File: config.mk
export PLATFORM = sky130hd
export DESIGN_NAME = dac_stream_ctl
export DESIGN_NICKNAME = d
export VERILOG_FILES = /design/src/rtl/dac_pkg.sv /design/src/rtl/dac_stream_ctl.sv
export SDC_FILE = /design/constraint.sdc
export NUM_CORES = 1
export LEC_CHECK = 0
export ABC_AREA = 0
export CAP_MARGIN = 5
export CORE_MARGIN = 3
export CORE_UTILIZATION = 44
export CTS_BUF_LIST = sky130_fd_sc_hd__clkbuf_4 sky130_fd_sc_hd__clkbuf_8 sky130_fd_sc_hd__clkbuf_16
export DETAILED_ROUTE_END_ITERATION = 10
export PLACE_DENSITY_LB_ADDON = 0.12
export SLEW_MARGIN = 20
export SYNTH_ARGS = -nofsm -noshare
export SYNTH_HDL_FRONTEND = slang
export SYNTH_SLANG_ARGS = --single-unit
File: constraint.sdc
create_clock -name clk -period 2.4 [get_ports clk]
set_input_delay 0.48 -clock clk [delete_from_list [all_inputs] [get_ports clk]]
set_output_delay 0.48 -clock clk [all_outputs]
set_load 0.01 [all_outputs]
File: src/rtl/dac_pkg.sv
// Shared definitions for the DAC stream sequencer.
//   dac_state_e : sequencer state encoding
//   midscale()  : offset-binary midscale code for a given sample width
//   to_offset() : two's complement to offset binary (flip the sign bit)
// Helpers work on a MaxWidth-bit container; callers cast the result to their width.
package dac_pkg;

    localparam int unsigned MaxWidth = 64;

    typedef enum logic [2:0] {
        StIdle,
        StPrime,
        StRun,
        StGap,
        StPat
    } dac_state_e;

    function automatic logic [MaxWidth-1:0] midscale(input int unsigned width);
        return MaxWidth'(1) << (width - 1);
    endfunction

    function automatic logic [MaxWidth-1:0] to_offset(input logic [MaxWidth-1:0] d,
                                                     input int unsigned width);
        return d ^ midscale(width);
    endfunction

endpackage

File: src/rtl/dac_stream_ctl.sv
// Sequencer feeding the DDR DAC output cell bank.
// Converts a two's-complement sample-pair stream (or a static test word) to offset binary,
// holds the last pair across short stream gaps and parks the DAC at midscale otherwise.
// Ports:
//   clk, rst          : DAC clock, synchronous active-high reset
//   enable            : level; low forces IDLE (midscale)
//   src_sel           : 0 stream, 1 test pattern; sampled when leaving IDLE
//   pat_word          : test word (two's complement), driven on both phases
//   s_valid/s_ready   : stream handshake; s_data0/s_data1 rising/falling-phase samples
//   data0/data1       : offset-binary samples to the DAC cells (same edge)
//   running           : outputs carry live stream or pattern data
//   underflow         : one-cycle pulse per underflow event
//   underflow_count   : saturating underflow event count, cleared only by rst
module dac_stream_ctl
    import dac_pkg::*;
#(
    parameter int unsigned width    = 16,
    parameter int unsigned hold_max = 4
) (
    input  logic             clk,
    input  logic             rst,
    input  logic             enable,
    input  logic             src_sel,
    input  logic [width-1:0] pat_word,
    input  logic             s_valid,
    output logic             s_ready,
    input  logic [width-1:0] s_data0,
    input  logic [width-1:0] s_data1,
    output logic [width-1:0] data0,
    output logic [width-1:0] data1,
    output logic             running,
    output logic             underflow,
    output logic [15:0]      underflow_count
);

    localparam logic [8:0] HoldMax9 = 9'(hold_max);

    dac_state_e       state_q, state_d;
    logic [7:0]       gap_q, gap_d;
    logic [width-1:0] data0_q, data0_d, data1_q, data1_d;
    logic             uf_q, uf_d;
    logic [15:0]      uf_cnt_q, uf_cnt_d;

    logic [width-1:0] mid, s0_off, s1_off, pat_off;
    logic             accept;
    logic             starve;

    assign mid     = width'(midscale(width));
    assign s0_off  = width'(to_offset(MaxWidth'(s_data0), width));
    assign s1_off  = width'(to_offset(MaxWidth'(s_data1), width));
    assign pat_off = width'(to_offset(MaxWidth'(pat_word), width));

    // Ready depends on state and enable only, never on s_valid.
    assign s_ready = enable & (state_q inside {StPrime, StRun, StGap});
    assign accept  = s_valid & s_ready;

    always_comb begin
        state_d  = state_q;
        gap_d    = gap_q;
        data0_d  = data0_q;
        data1_d  = data1_q;
        uf_d     = 1'b0;
        uf_cnt_d = uf_cnt_q;
        starve   = 1'b0;

        if (!enable) begin
            state_d = StIdle;
            gap_d   = '0;
            data0_d = mid;
            data1_d = mid;
        end else begin
            unique case (state_q)
                StIdle: begin
                    gap_d = '0;
                    if (src_sel) begin
                        // Load the pattern on the leaving edge so PAT never shows stale MID.
                        state_d = StPat;
                        data0_d = pat_off;
                        data1_d = pat_off;
                    end else begin
                        state_d = StPrime;
                        data0_d = mid;
                        data1_d = mid;
                    end
                end
                StPrime: begin
                    if (accept) begin
                        state_d = StRun;
                        data0_d = s0_off;
                        data1_d = s1_off;
                    end
                end
                StRun: begin
                    if (accept) begin
                        data0_d = s0_off;
                        data1_d = s1_off;
                        gap_d   = '0;
                    end else if (HoldMax9 <= 9'd1) begin
                        starve = 1'b1;
                    end else begin
                        state_d = StGap;
                        gap_d   = 8'd1;
                    end
                end
                StGap: begin
                    if (accept) begin
                        state_d = StRun;
                        data0_d = s0_off;
                        data1_d = s1_off;
                        gap_d   = '0;
                    end else if (({1'b0, gap_q} + 9'd1) >= HoldMax9) begin
                        starve = 1'b1;
                    end else begin
                        gap_d = gap_q + 8'd1;
                    end
                end
                StPat: begin
                    data0_d = pat_off;
                    data1_d = pat_off;
                end
                default: begin
                    state_d = StIdle;
                    data0_d = mid;
                    data1_d = mid;
                end
            endcase
        end

        // Stream ran dry: park at midscale and wait for the next pair in PRIME.
        if (starve) begin
            state_d = StPrime;
            gap_d   = '0;
            data0_d = mid;
            data1_d = mid;
            uf_d    = 1'b1;
            if (uf_cnt_q != 16'hFFFF) begin
                uf_cnt_d = uf_cnt_q + 16'd1;
            end
        end
    end

    always_ff @(posedge clk) begin
        if (rst) begin
            state_q  <= StIdle;
            gap_q    <= '0;
            data0_q  <= mid;
            data1_q  <= mid;
            uf_q     <= 1'b0;
            uf_cnt_q <= '0;
        end else begin
            state_q  <= state_d;
            gap_q    <= gap_d;
            data0_q  <= data0_d;
            data1_q  <= data1_d;
            uf_q     <= uf_d;
            uf_cnt_q <= uf_cnt_d;
        end
    end

    assign data0           = data0_q;
    assign data1           = data1_q;
    assign running         = state_q inside {StRun, StGap, StPat};
    assign underflow       = uf_q;
    assign underflow_count = uf_cnt_q;

endmodule

==> results by group <==
Place
  • Dpl hpwl: around 5.5 mm
  • IO buf count: roughly 100
  • Cells after DPL: approximately 470
  • Setup WS pre-CTS: -0.0867 ns
  • Placer Congestion: 0.760
  • Placed Area: 3930 sq um

Die
  • Die height: between 80 and 90 microns
  • # rows: 28
  • Initial core utilization: a little under half
  • Core box area: approximately 6000 sq um
  • Die X: 85.0 microns
  • I/O pins: roughly 100
  • Die area: 7220 sq um

Global routing
  • Vias in the first global route: 2735
  • All-Layer GR Usage: ~22%
  • First-pass GRT wire length: 13.0 mm
  • Total global routing overflow: 0
  • Largest net degree at the start of global routing: 39
  • Initial antenna violation count: 0

Power
  • Part of the power in registers: 42.7%
  • Switching power share of the total: around a quarter
  • P_sw: 566 uW
  • Clock network power share: between 40 and 50%
  • VDD IR max: just under 0.4 mV
  • Pwr per Cell Area: a little under 600 nW/um^2
  • Internal: about 1.9 mW
  • Leak: roughly 1.5 nW
  • Combinational power share: 14.1%

Clocking
  • Post-CTS Resized: 0
  • CTS tree: yes
  • Clk buf depth: 2
  • Clk_lat worst skew: 0.34 ns
  • CTS buffer count: 9
  • Root Buffer: clkbuf_8
  • Reg clk slew, reported paths: 0.07 ns
  • Hold bufs inserted after CTS: 0
  • CTS HTree Levels: 3
  • Clock sink count: 60

Timing
  • Hold Fails Final Rpt: 0
  • Slew headroom: between 60% and 70%
  • Worst slew pin tran: 0.504 ns
  • Period utilization: 95.5%
  • RSZ-0062 raised after global routing: false
  • Min cycle time layout: 2.29 ns
  • Final setup margin: about 0.11 ns
  • Layout Skew: approximately 0.0086 ns
  • Final setup viols: 0
  • Max Fclk: 436 MHz
  • Max Slew Vio Count: 0

Route
  • Final WL: 7.91 mm
  • DRT antenna net count: 0
  • Drt first pass iters: 4
  • Routed len/inst: approximately 16 microns
  • Via count: 2813
  • Detailed-route DRC error count: 0
  • Vias/cell: ~5.8
  • DR iter-0 viols: 140

Flow run
  • Max-cap violations: 0

Worst hold path
  • Min-Delay Path Class: reg2reg
  • Hold depth: 1

Yosys
  • Asr flop ratio synth: 0%
  • Syn avg cell area: between 8 and 9 sq um
  • Main synth FF type: dfxtp_1
  • Syn Nets: roughly 360
  • Synthesis-stage register bit count: 60
  • Synth warn: 0
  • Unique masters post-synth: 39
  • Area fraction of the dominant cell type after synthesis: 43.8%
  • Dominant cells by area after synthesis: dfxtp_1 (44%), a2bb2oi_1 (9.9%), a22oi_1 (8.2%)
  • Sequential cell area fraction in the yosys report: 43.8%
  • Post-Synthesis Cells: between 300 and 400
  • Syn Std Cell Area: 2740 sq um
  • EDFF count, synth: 0
  • Post-synth top area cell: dfxtp_1

Finish
  • Final #Nets: 466
  • Non-filler cells, final: 489
  • Multi-input logic area: approximately 1500 sq um
  • Share of cells above drive strength 1: 9.42%
  • Antenna fix cells: 0
  • Design area: roughly 4200 sq um
  • Utilization after layout: between 60% and 70%
  • Reg area: roughly 1200 sq um
  • Fillers: roughly 500
  • Area growth, synth to finish: 51.7%

Worst setup path
  • Worst Setup End Kind: output pin
  • Worst path max stage delay: ~0.48 ns
  • Cells along the critical path: nor2_1, nor2_2, and2_1, clkdlybuf4s50_1
  • Crit-path leading delay family: simple AND/OR/NAND/NOR gates
  • Crit. path cell count: 4
  • CP required: ~1.9 ns
  • Worst Setup Start Kind: flop
  • R2R depth: 7
  • Crit Path Max Fanout: 6
  • Critical path's slowest cell: clkdlybuf4s50_1
  • CP Buf/Inv Count: 1
  • Critical Setup Path Class: reg2out
  • Critical path data arrival time: between 1.5 and 2 ns

Outcome
  • Outcome: completed
[synth_stat cells, types with 2 or more instances]
cell        n
dfxtp_1    60
nor2_1     35
a2bb2oi_1  31
a22oi_1    30
clkbuf_1   20
a21oi_1    17
or4_1      13
nand2_1    12
o31ai_1    12
and3_1      9
o21ai_0     7
nand3_1     5
nor3_1      5
and4_1      4
buf_2       4
nand4_1     4
a31oi_1     3
and2_1      3
ha_1        3
inv_1       3
nor2b_1     3
a221o_1     2
nand2b_1    2
o2111ai_1   2
or3_1       2
or3b_2      2
[final timing paths]
check,startpoint,end,slack [ns]
worst max-delay path,state_q[0],s_ready,0.11
worst min-delay path,gap_q[7],gap_q[7],0.48
worst max register to register,gap_q[0],data1[15],0.30
worst min register to register,gap_q[7],gap_q[7],0.48
[logic make-up (layout without fill, tap and decap cells)]
logic type,after synthesis,count (layout),synth area share (%)
flip-flops,60,60,43.8
adder cells (fa/ha/maj),3,3,1.37
buffers and inverters,28,136,4.01
AND/OR/NAND/NOR,103,103,20.6
AO/OA/AOI/OAI,112,112,30.3
[flip-flops by register name, summed over array words and instances, names as in the netlist]
signal and flops:
gap_q 8, underflow_count 16, data1 16, data0 16, underflow 1, state_q 3
[layer usage]
layer	vias to the layer above	track usage, %	wire length, microns
li1	1390	-	-
met1	1315	26.8	3320
met2	97	35.1	3750
met3	11	9.81	748
met4	0	7.48	101
met5	-	0	0
[per-stage QoR]
stage                     power [mW]  TNS, ns  hold WS, ns
after floorplan                 1.21        0        0.453
after global placement          1.39  -0.0100        0.468
after detailed placement        1.40   -0.553        0.468
after CTS                       2.43        0        0.485
after global routing            2.50        0        0.495
final                           2.42        0        0.482
[power groups by stage]
stage               Clock [mW]  Combinational, mW  Sequential (mW)
finish                    1.04              0.343             1.04
global route              1.10              0.370             1.04
CTS                       1.06              0.342             1.04
detailed placement           0              0.341             1.06
global placement             0              0.336             1.06
floorplan                    0              0.150             1.06
[cell usage in the layout, fill, tap and decap left out, types with 3 or more instances in the layout]
cell type        instances
clkdlybuf4s50_1        103
dfxtp_1                 60
nor2_1                  33
a22oi_1                 30
a2bb2oi_1               30
a21oi_1                 17
or4_1                   13
nand2_1                 12
o31ai_1                 12
buf_4                   12
clkbuf_8                11
and3_1                   9
o21ai_0                  7
nor3_1                   5
nand3_1                  5
and4_1                   4
nand4_1                  4
inv_1                    3
and2_1                   3
nor2b_1                  3
a31oi_1                  3
ha_1                     3
buf_12                   3
[worst reg2reg max path, cell delays in order (launching register included)]
cell	delay, ns
dfxtp_1	0.43
and4_1	0.27
and4b_1	0.22
a2bb2oi_2	0.13
buf_4	0.32
o21ai_2	0.15
buf_4	0.19
a221o_1	0.27
[area by class of cell]
class                      instances  area share, %
sequential                        60           28.9
clock buffer                      11           3.64
inverter                           3          0.271
tap                               75           2.25
multi-input combinational        218           34.9
timing repair buffer             118           28.4
clock inverter                     4           1.74
[timing repair]
item                                    in CTS  in global routing
endpoints found under the setup margin       0                  1
endpoints found under the hold margin        0                  0
setup buffers                                0                  1
No activity file was read; power rests on OpenSTA's default activity.
